## src/rtl/serial_frame_rx_if.sv

```systemverilog
// Bundle between the upstream flip-flop stage and the frame receiver.
// valid is a one-cycle pulse with no ready: the consumer must take data_out/par_err that cycle.
interface serial_frame_rx_if #(
  parameter int DATA_W = 8
);
  logic              d_in;
  logic              en;
  logic [DATA_W-1:0] data_out;
  logic              valid;
  logic              par_err;
  logic              busy;
  logic [1:0]        fsm_state;

  modport master (
    output d_in,
    output en,
    input  data_out,
    input  valid,
    input  par_err,
    input  busy,
    input  fsm_state
  );

  modport slave (
    input  d_in,
    input  en,
    output data_out,
    output valid,
    output par_err,
    output busy,
    output fsm_state
  );
endinterface

```

## src/rtl/serial_frame_rx.sv

```systemverilog
// Serial frame receiver: hunts for a sync pattern, collects DATA_W bits LSB-first,
// then checks a trailing even-parity bit and emits the word with a one-cycle valid.
module serial_frame_rx #(
  parameter int                DATA_W = 8,
  parameter int                SYNC_W = 4,
  parameter logic [SYNC_W-1:0] SYNC   = 4'b1011
) (
  input  logic             clk,
  input  logic             rst,
  serial_frame_rx_if.slave bus
);
  localparam int CNT_W = (DATA_W > 1) ? $clog2(DATA_W) : 1;

  typedef enum logic [1:0] {
    HUNT   = 2'd0,
    DATA   = 2'd1,
    PARITY = 2'd2
  } state_t;

  state_t            state_q, state_d;
  logic [SYNC_W-1:0] win_q, win_d;
  logic [CNT_W-1:0]  cnt_q, cnt_d;
  logic [DATA_W-1:0] shreg_q, shreg_d;
  logic [DATA_W-1:0] data_q;
  logic              valid_q;
  logic              perr_q;
  logic              done;

  always_ff @(posedge clk) begin
    if (rst) begin
      state_q <= HUNT;
      win_q   <= '0;
      cnt_q   <= '0;
      shreg_q <= '0;
      data_q  <= '0;
      valid_q <= 1'b0;
      perr_q  <= 1'b0;
    end else begin
      state_q <= state_d;
      win_q   <= win_d;
      cnt_q   <= cnt_d;
      shreg_q <= shreg_d;
      valid_q <= done;
      perr_q  <= done & (^shreg_q ^ bus.d_in);
      if (done) begin
        data_q <= shreg_q;
      end
    end
  end

  // With en low every next-value equals the current one and done stays 0,
  // which both holds the datapath and forces valid/par_err low.
  always_comb begin
    state_d = state_q;
    win_d   = win_q;
    cnt_d   = cnt_q;
    shreg_d = shreg_q;
    done    = 1'b0;
    if (bus.en) begin
      case (state_q)
        HUNT: begin
          win_d = {win_q[SYNC_W-2:0], bus.d_in};
          if (win_d == SYNC) begin
            state_d = DATA;
            cnt_d   = '0;
          end
        end
        DATA: begin
          shreg_d[cnt_q] = bus.d_in;
          cnt_d          = cnt_q + CNT_W'(1);
          if (cnt_q == CNT_W'(DATA_W - 1)) begin
            state_d = PARITY;
          end
        end
        PARITY: begin
          // The parity bit is not fed into the window, so hunting restarts empty.
          done    = 1'b1;
          state_d = HUNT;
          win_d   = '0;
        end
        default: begin
          state_d = HUNT;
        end
      endcase
    end
  end

  assign bus.data_out  = data_q;
  assign bus.valid     = valid_q;
  assign bus.par_err   = perr_q;
  assign bus.busy      = (state_q != HUNT);
  assign bus.fsm_state = state_q;
endmodule

```

## src/flat_wrapper.sv

```systemverilog
// flat-port wrapper written by rule: the top's interface ports become plain ports
module serial_frame_rx_flat 
#(
  parameter int                DATA_W = 8,
  parameter int                SYNC_W = 4,
  parameter logic [SYNC_W-1:0] SYNC   = 4'b1011
)
  (clk, rst, bus_d_in, bus_en, bus_data_out, bus_valid, bus_par_err, bus_busy, bus_fsm_state);
  serial_frame_rx_if #(.DATA_W(DATA_W)) bus_i ();
  input  logic clk;
  input  logic rst;
  input wire logic [$bits(bus_i.d_in)-1:0] bus_d_in;
  input wire logic [$bits(bus_i.en)-1:0] bus_en;
  output wire logic [$bits(bus_i.data_out)-1:0] bus_data_out;
  output wire logic [$bits(bus_i.valid)-1:0] bus_valid;
  output wire logic [$bits(bus_i.par_err)-1:0] bus_par_err;
  output wire logic [$bits(bus_i.busy)-1:0] bus_busy;
  output wire logic [$bits(bus_i.fsm_state)-1:0] bus_fsm_state;
  assign bus_i.d_in = bus_d_in;
  assign bus_i.en = bus_en;
  assign bus_data_out = bus_i.data_out;
  assign bus_valid = bus_i.valid;
  assign bus_par_err = bus_i.par_err;
  assign bus_busy = bus_i.busy;
  assign bus_fsm_state = bus_i.fsm_state;
  serial_frame_rx #(.DATA_W(DATA_W), .SYNC_W(SYNC_W), .SYNC(SYNC)) u_core (.clk(clk), .rst(rst), .bus(bus_i));
endmodule
```

## config.mk

```make
export PLATFORM = sky130hd
export DESIGN_NAME = serial_frame_rx_flat
export DESIGN_NICKNAME = d
export VERILOG_FILES = /design/src/rtl/serial_frame_rx_if.sv /design/src/rtl/serial_frame_rx.sv /design/src/flat_wrapper.sv
export SDC_FILE = /design/constraint.sdc
export NUM_CORES = 1
export LEC_CHECK = 0
export ABC_CLOCK_PERIOD_IN_PS = 1180
export BUFFER_PORTS_ARGS = -buffer_cell sky130_fd_sc_hd__buf_2
export CAP_MARGIN = 20
export CORE_UTILIZATION = 50
export CTS_CLUSTER_SIZE = 24
export DETAILED_ROUTE_END_ITERATION = 8
export PLACE_DENSITY = 0.74
export SLEW_MARGIN = 20
export SYNTH_ARGS = -nofsm -noshare
export SYNTH_HDL_FRONTEND = slang
export SYNTH_SLANG_ARGS = --single-unit
```

## constraint.sdc

```tcl
create_clock -name clk -period 1.18 [get_ports clk]
set_input_delay 0.118 -clock clk [delete_from_list [all_inputs] [get_ports clk]]
set_output_delay 0.118 -clock clk [all_outputs]
set_load 0.05 [all_outputs]
```

==> results by group, run 1 <==
Run
  • Maxcap violations: 0

Floorplan
  • Die area: 2690 sq um
  • # rows: 17
  • IO Pins: 17
  • Area of the core: 2280 sq um
  • Die Span Y: 51.9 um
  • Die W: 51.9 um
  • Starting Density: 54.6%

Synthesis
  • Avg Cell Area, Syn: 9.28 sq um
  • Netlist Area Pre-Place: 1240 sq um
  • Cells after synthesis: 134
  • Sequential area share after synthesis: 41.9%
  • FF+latch count, synth: 26
  • Yosys top cell by area: dfxtp_1
  • Synth Warn #: 0
  • Synth area leaders: dfxtp_1 (42%), mux2i_1 (7.2%), a21oi_1 (5.6%)
  • Top-area cell type share of the netlist area: 41.9%
  • Syn_nets: 140
  • Library cells used by synthesis: 30

Critical path
  • R2R Setup Slk: -0.07 ns
  • Critical Path RT: 1.06 ns
  • Crit path launch type: flip-flop
  • Crit path kind: flip-flop to output pin
  • CP endpoint kind: output pin
  • Crit path max fanout: 3
  • Crit path DAT: 1.20 ns

Outcome
  • Failing checks: setup timing
  • Status: finished with violations

Min path
  • HP Class: primary input to flip-flop

Routing
  • DRT iter0 DRCs: 16
  • M1 WL: 1230 um
  • Routed Antenna Nets: 0
  • DR pass1 iterations: 5
  • Via count: 1107
  • Met3 wire len: 85 um
  • Via density per instance: 5.77
  • WL per Instance: 14.8 um
  • DR top layer: met4
  • Total wire length: 2850 um
  • Met2 routed wirelength: 1480 um
  • Drt drc: 0

Global routing
  • First-pass GRT wire length: 4180 um
  • Initial antenna violation count: 0
  • Vias in the first global route: 976
  • Pin count of the biggest net entering global routing: 20
  • Grt total ovfl: 0
  • Gr usage total: 21.7%

Finish
  • Fill count: 167
  • Commonest non-fill, non-tap cells in the layout: dfxtp_1 (19), buf_4 (17), a21oi_1 (14), buf_2 (14), nor2_1 (13)
  • Area grow syn2layout: 31.0%
  • Number of nets in the layout: 171
  • Layout cells sized above 1: 37.2%
  • # diodes: 0
  • Commonest non-fill, non-tap cell in the layout: dfxtp_1

Power
  • P_leak: 0.709 nW
  • Max VDD drop: 0.000635 V
  • Power share of the clock group: 32.9%
  • P_int: 0.00109 W
  • Sequential Power Share: 62.7%
  • Switch share: 22.4%
  • Cell area power density: 862 nW/um^2
  • Switch Pwr: 0.000314 W
  • Comb pwr share: 4.4%

CTS
  • Clock latency on the worst-skew pair: 0.33 ns
  • CTS sink count: 26
  • Clock Pin Slew Worst Setup and Hold Paths: 0.15 ns
  • CTS tree: done
  • Clock buffer count from CTS: 3
  • CTS H-tree lvls: 1
  • CTS root buf: clkbuf_4
  • Clk buf depth: 2
  • Hold_buf cts: 0

Placed design
  • IO buf count: 16
  • DP Worst Slack: -0.0468 ns
  • DP HPWL: 1850 um
  • RD Place Congestion: 0.805

Timing
  • Final hold vios: 0
  • TNS Setup: -0.277 ns
  • RSZ-0062 raised after global routing: true
  • PnR worst setup slack: -0.135 ns
  • Worst Skew: 0.0138 ns
  • Max Slew Vio Count: 0
  • Fmax: 760 MHz
  • Final Setup Violations: 5
  • Final worst-path cycle share: 111%
  • Slew @ Worst Pin: 0.287 ns
  • Max-slew headroom: 80.6%
  • Tmin final: 1.32 ns
[Yosys cell counts (all sizes together)]
cell,number
or2,2
nor2,13
buf,3
nand2b,3
and4bb,3
xnor3,2
nand2,5
a31oi,2
and4,1
nor2b,1
nand3b,4
mux2i,9
nand3,9
xor2,1
clkbuf,9
xnor2,2
nand4b,6
nor4bb,3
o21ai,7
ha,2
dfxtp,26
nand4,1
o41ai,2
mux2,1
and4b,2
a21oi,14
or3,1
[registers in the layout, indices dropped and copies added, names as in the netlist]
name and count:
u_core.cnt_q 3, u_core.win_q 3, u_core.bus.fsm_state 2, u_core.bus.par_err 1
u_core.shreg_q 8, u_core.bus.valid 1, u_core.bus.data_out 8
[worst max-delay path, stage by stage, from the launching register on]
cell and delay (ns):
dfxtp_4 0.38, buf_6 0.11, or2_4 0.22, buf_8 0.15
[per-layer routing]
metal	global-route usage [%]	vias to the layer above
met4	12.2	0
met5	0	-
li1	-	546
met2	41.9	34
met3	2.63	4
met1	21.8	523
[repair_timing]
action                     in CTS  in global routing
setup buffers                   2                  5
resized for setup              15                 17
setup endpoints to repair       7                 26
pin swaps                       8                  2
hold endpoints to repair        0                  0
[power groups by stage]
stage / clock (W) / sequential (W) / combinational (W)
2_1_floorplan: 0 / 0.000898 / 0.0000397
3_3_place_gp: 0 / 0.000899 / 0.0000560
3_5_place_dp: 0 / 0.000899 / 0.0000580
4_1_cts: 0.000468 / 0.000880 / 0.0000585
5_1_grt: 0.000506 / 0.000881 / 0.0000678
6_report: 0.000462 / 0.000880 / 0.0000624
[final cells by class]
type,count,area (sq um),area share [%]
Timing Repair Buffer,38,280,17.2
Clock buffer,4,36.3,2.23
Tap cell,28,35.0,2.15
Sequential cell,26,534,32.8
Multi-Input combinational cell,96,743,45.6
[final timing paths]
kind                                                      startpoint                                  end  cells after the start
worst min-delay path                                             rst         u_core.cnt_q[2]$_SDFFE_PP0P_                      2
worst max register to register        u_core.shreg_q[4]$_SDFFE_PP0P_        u_core.bus.par_err$_SDFF_PP0_                      3
worst min register to register   u_core.bus.data_out[0]$_SDFFE_PP0P_  u_core.bus.data_out[0]$_SDFFE_PP0P_                      2
worst max-delay path            u_core.bus.fsm_state[1]$_SDFFE_PP0P_                             bus_busy                      3
[cells by family (layout without fill, tap and decap cells)]
group / count (synthesis) / count (layout) / share of synthesized area [%]
fa+ha+maj: 2 / 2 / 2.01
flops: 26 / 26 / 41.9
mux: 10 / 10 / 8.15
buf+inv: 12 / 42 / 3.92
xor+xnor: 5 / 5 / 5.73
compound gates: 25 / 25 / 10.9
simple gates: 54 / 54 / 27.5
[through the flow]
| step | area, sq um | hold WS, ns | std cells | total power (W) | util (%) |
|---|---|---|---|---|---|
| 6_report | 1630 | 0.0701 | 192 | 0.00140 | 71.6 |
| 5_1_grt | 1630 | 0.0696 | 192 | 0.00145 | 71.6 |
| 4_1_cts | 1530 | 0.0683 | 187 | 0.00141 | 67.2 |
| 3_5_place_dp | 1430 | 0.433 | 181 | 0.000957 | 62.8 |
| 3_3_place_gp | 1430 | 0.420 | 181 | 0.000955 | 62.8 |
| 2_1_floorplan | 1260 | 0.397 | 134 | 0.000938 | - |
Power figures use the tool's default switching activity.
==> inputs of run 2 (changes only) <==
--- a/config.mk
+++ b/config.mk
@@ -11,7 +11,9 @@
 export CORE_UTILIZATION = 50
 export CTS_CLUSTER_SIZE = 24
 export DETAILED_ROUTE_END_ITERATION = 8
+export HOLD_SLACK_MARGIN = 0.03
 export PLACE_DENSITY = 0.74
+export SKIP_CTS_REPAIR_TIMING = 1
 export SLEW_MARGIN = 20
 export SYNTH_ARGS = -nofsm -noshare
 export SYNTH_HDL_FRONTEND = slang
==> run 2 against run 1 <==
Sequential power about the same. Final area down 0.46%. Routed wire length up 3.3%. Clock power down 2%. Largest cell class unchanged. Combinational power down 2%. Clock skew down 0.00058 ns. Critical path depth unchanged. Fmax down 1.0%. The flow still finishes with violations (setup timing).
==> results by group, run 2 (synthesized netlist as in run 1, its figures left out) <==
Power
  • Power share of the clock group: 32.5%
  • Switch share: 21.9%
  • P_leak: 0.706 nW
  • Comb pwr share: 4.4%
  • Sequential Power Share: 63.1%
  • Max VDD drop: 0.000628 V
  • P_int: 0.00109 W
  • Cell area power density: 859 nW/um^2
  • Switch Pwr: 0.000305 W
  • Tot Pwr: 0.00139 W

Floorplan
  • Area of the core: 2280 sq um
  • Die W: 51.9 um
  • Die Span Y: 51.9 um
  • Starting Density: 54.6%
  • IO Pins: 17
  • Die area: 2690 sq um
  • # rows: 17

Min path
  • HP Class: primary input to flip-flop

Critical path
  • Crit path max fanout: 6
  • CP max stage delay: 0.39 ns
  • Slowest-stage cell, CP: dfxtp_4
  • Cells along the critical path: buf_6, or2_4, buf_8
  • Crit path buffers/inverters: 2
  • Crit path launch type: flip-flop
  • CP endpoint kind: output pin
  • Critical Path RT: 1.06 ns
  • Top delay family on crit path: flip-flops
  • Crit path kind: flip-flop to output pin
  • Crit path DAT: 1.21 ns

Routing
  • Via density per instance: 5.84
  • Drt drc: 0
  • Routed Antenna Nets: 0
  • DR pass1 iterations: 4
  • Via count: 1121
  • Total wire length: 2940 um
  • WL per Instance: 15.3 um
  • DRT iter0 DRCs: 20

Timing
  • Fmax: 753 MHz
  • Tmin final: 1.33 ns
  • TNS Setup: -0.392 ns
  • PnR worst setup slack: -0.149 ns
  • Max Slew Vio Count: 0
  • RSZ-0062 raised after global routing: true
  • Slew @ Worst Pin: 0.278 ns
  • Final worst-path cycle share: 113%
  • Worst hold slack: 0.0838 ns
  • Max-slew headroom: 81.2%
  • Worst Skew: 0.0133 ns
  • Final hold vios: 0
  • Final Setup Violations: 9

Global routing
  • Vias in the first global route: 966
  • First-pass GRT wire length: 4060 um
  • Grt total ovfl: 0
  • Gr usage total: 21.0%
  • Pin count of the biggest net entering global routing: 20
  • Initial antenna violation count: 0

Finish
  • Area of the multi-input gates: 743 sq um
  • Layout cells sized above 1: 38.4%
  • Commonest non-fill, non-tap cell in the layout: dfxtp_1
  • Final design area excluding fillers: 1620 sq um
  • Fill count: 173
  • Register area: 534 sq um
  • Commonest non-fill, non-tap cells in the layout: dfxtp_1 (19), buf_4 (18), buf_2 (14)
  • Area grow syn2layout: 30.4%
  • # diodes: 0
  • Number of nets in the layout: 171

CTS
  • Clock latency on the worst-skew pair: 0.33 ns
  • Clk buf depth: 2
  • Clock buffer count from CTS: 3
  • Clock Pin Slew Worst Setup and Hold Paths: 0.14 ns
  • CTS tree: done
  • CTS root buf: clkbuf_4
  • CTS sink count: 26
  • CTS H-tree lvls: 1

Outcome
  • Status: finished with violations
  • Failing checks: setup timing

Placed design
  • Cell Area, Placed: 1430 sq um
  • IO buf count: 16
  • RD Place Congestion: 0.805
  • DP HPWL: 1850 um

Run
  • Maxcap violations: 0
-- run 2: cell count changes in the layout (fill, tap and decap cells not counted) --
cell / previous run / this run
nand2b_4: 2 / 1
o21ai_2: 0 / 1
a21oi_1: 14 / 12
nor4bb_1: 2 / 3
nand2b_1: 1 / 2
buf_6: 6 / 4
a21oi_2: 0 / 2
buf_4: 17 / 18
nor4bb_2: 1 / 0
clkbuf_4: 3 / 4
nand2_1: 5 / 4
o21ai_1: 5 / 6
o21ai_0: 2 / 0
nand2_2: 0 / 1
-- run 2: per-stage QoR --
stage	util, %	setup WS [ns]	cells
finish	71.2	-0.149	192
global route	71.2	-0.187	192
CTS	64.4	-0.333	185
detailed placement	62.8	-0.0468	181
global placement	62.8	0.0168	181
floorplan	-	-0.0184	134
-- run 2: worst register-to-register path, cell delays in order, from the launching register on --
cell	delay (ns)
dfxtp_4	0.40
buf_4	0.15
nand3b_1	0.15
or3_1	0.33
mux2i_1	0.15
-- run 2: path summary, 6_finish.rpt --
kind                                                           start                                   end  slack [ns]  cells after the start
worst max-delay path            u_core.bus.fsm_state[1]$_SDFFE_PP0P_                              bus_busy       -0.15                      3
worst min-delay path                                             rst  u_core.bus.fsm_state[0]$_SDFFE_PP0P_        0.08                      2
worst max register to register  u_core.bus.fsm_state[1]$_SDFFE_PP0P_         u_core.bus.par_err$_SDFF_PP0_       -0.07                      4
worst min register to register   u_core.bus.data_out[5]$_SDFFE_PP0P_   u_core.bus.data_out[5]$_SDFFE_PP0P_        0.51                      2
-- run 2: power by group through the flow --
stage | registers (W) | logic (W) | clock network, W
final | 0.000880 | 0.0000613 | 0.000452
after global routing | 0.000881 | 0.0000667 | 0.000503
after CTS | 0.000880 | 0.0000583 | 0.000468
after detailed placement | 0.000899 | 0.0000580 | 0
after global placement | 0.000899 | 0.0000560 | 0
after floorplan | 0.000898 | 0.0000397 | 0
-- run 2: metal layers --
metal	global-route usage [%]	vias to the layer above	share of wire, %
met4	12.2	0	1.8
met1	21.1	540	41
met3	2.63	4	2.9
li1	-	548	-
met5	0	-	0
met2	40.4	29	54
-- run 2: final cells by class --
| cell class | instances | area share, % |
|---|---|---|
| Multi-Input combinational cell | 96 | 45.8 |
| Timing Repair Buffer | 38 | 16.8 |
| Tap cell | 28 | 2.16 |
| Clock buffer | 4 | 2.24 |
| Sequential cell | 26 | 32.9 |
==> inputs of run 3 (changes only) <==
--- a/config.mk
+++ b/config.mk
@@ -7,7 +7,6 @@
 export LEC_CHECK = 0
 export ABC_CLOCK_PERIOD_IN_PS = 1180
 export BUFFER_PORTS_ARGS = -buffer_cell sky130_fd_sc_hd__buf_2
-export CAP_MARGIN = 20
 export CORE_UTILIZATION = 50
 export CTS_CLUSTER_SIZE = 24
 export DETAILED_ROUTE_END_ITERATION = 8
@@ -18,3 +17,4 @@
 export SYNTH_ARGS = -nofsm -noshare
 export SYNTH_HDL_FRONTEND = slang
 export SYNTH_SLANG_ARGS = --single-unit
+export TNS_END_PERCENT = 30
==> run 3 against run 2 <==
The flow still finishes with violations (setup timing). Via count shrank 1.4%. Non-clock buffer count fell by 4. Worst setup slack better by 0.0012 ns. Critical path depth is the same. Sequential share of layout area is 1.5 points higher. Combinational power fell by 2%. Critical path type unchanged. Largest cell class unchanged. Largest power group unchanged.
==> results by group, run 3 (synthesized netlist as in run 1, its figures left out) <==
Outcome
  • Status: finished with violations
  • Failing checks: setup timing

CTS
  • Clock latency on the worst-skew pair: 0.33 ns
  • CTS sink count: 26
  • CTS tree: done
  • Clk buf depth: 2
  • Clock buffer count from CTS: 3
  • CTS root buf: clkbuf_4
  • Clock Pin Slew Worst Setup and Hold Paths: 0.14 ns
  • CTS H-tree lvls: 1

Critical path
  • Critical Path RT: 1.06 ns
  • Crit path max fanout: 6
  • Crit path DAT: 1.21 ns
  • Crit path kind: flip-flop to output pin
  • Reg2Reg Depth: 3
  • Crit path launch type: flip-flop
  • CP endpoint kind: output pin

Timing
  • Final worst-path cycle share: 112%
  • Final Setup Violations: 4
  • PnR worst setup slack: -0.147 ns
  • Fmax: 753 MHz
  • Max Slew Vio Count: 0
  • Tmin final: 1.33 ns
  • Final hold vios: 0
  • Slew @ Worst Pin: 0.332 ns
  • Worst hold slack: 0.0892 ns
  • Max-slew headroom: 77.8%
  • RSZ-0062 raised after global routing: true
  • Worst Skew: 0.0103 ns

Placed design
  • Placed Cells incl. Taps: 181
  • IO buf count: 16
  • DP HPWL: 1850 um
  • RD Place Congestion: 0.805

Power
  • Max VDD drop: 0.000627 V
  • P_leak: 0.688 nW
  • Cell area power density: 897 nW/um^2

Global routing
  • Gr usage total: 21.0%
  • Initial antenna violation count: 0
  • Pin count of the biggest net entering global routing: 20
  • Vias in the first global route: 966
  • Grt total ovfl: 0
  • First-pass GRT wire length: 4060 um

Floorplan
  • IO Pins: 17
  • Die area: 2690 sq um
  • Area of the core: 2280 sq um
  • Starting Density: 54.6%
  • # rows: 17
  • Die W: 51.9 um
  • Die Span Y: 51.9 um

Finish
  • Number of nets in the layout: 167
  • Core Util, Final: 68.1%
  • Non-Filler Instances: 188
  • Area grow syn2layout: 24.6%
  • # diodes: 0
  • Commonest non-fill, non-tap cells in the layout: dfxtp_1 (19), buf_4 (16), buf_2 (14)
  • Commonest non-fill, non-tap cell in the layout: dfxtp_1
  • Layout cells sized above 1: 33.1%

Min path
  • Hold Path Depth: 2
  • HP Class: primary input to flip-flop

Routing
  • Via density per instance: 5.88
  • Total wire length: 2660 um
  • DRT iter0 DRCs: 32
  • Routed Antenna Nets: 0
  • Drt drc: 0
  • Via count: 1105
  • WL per Instance: 14.1 um
  • DR pass1 iterations: 6

Run
  • Maxcap violations: 0
==> run 3: where the power goes <==
part | internal (W) | total [W] | switching (W)
Sequential | 0.000877 | 0.000880 | 0.00000343
Clock | 0.000189 | 0.000450 | 0.000261
Combinational | 0.0000227 | 0.0000602 | 0.0000375
Total | 0.00109 | 0.00139 | 0.000302
==> run 3: final timing paths <==
kind | startpoint | endpoint | slack, ns
min | rst | u_core.bus.fsm_state[0]$_SDFFE_PP0P_ | 0.09
min reg2reg | u_core.bus.data_out[0]$_SDFFE_PP0P_ | u_core.bus.data_out[0]$_SDFFE_PP0P_ | 0.51
max reg2reg | u_core.shreg_q[4]$_SDFFE_PP0P_ | u_core.bus.par_err$_SDFF_PP0_ | -0.07
max | u_core.bus.fsm_state[1]$_SDFFE_PP0P_ | bus_busy | -0.15
==> run 3: per-layer routing <==
metal | GRT usage [%] | up-vias | wire, um
met4 | 12.2 | 0 | 55
met2 | 40.4 | 36 | 1380
met1 | 21.1 | 520 | 1140
li1 | - | 545 | -
met5 | 0 | - | 0
met3 | 2.63 | 4 | 84
==> run 3: critical path, stage by stage, from the launching register on <==
cell and delay (ns):
dfxtp_4 0.39, buf_6 0.12, or2_4 0.23, buf_8 0.15
==> run 3: per-stage QoR <==
stage	worst slack (ns)	total power, W	setup TNS (ns)	cell area (sq um)
after floorplan	-0.0184	0.000938	-0.0184	1260
after global placement	0.0168	0.000955	0	1430
after detailed placement	-0.0468	0.000957	-0.0468	1430
after CTS	-0.333	0.00141	-0.573	1470
after global routing	-0.195	0.00145	-1.20	1550
final	-0.147	0.00139	-0.292	1550
==> run 3: layout make-up <==
cell class	count	area (sq um)
Clock buffer	4	36.3
Fill cell	185	726
Multi-Input combinational cell	96	706
Sequential cell	26	534
Tap cell	28	35.0
Timing Repair Buffer	34	239
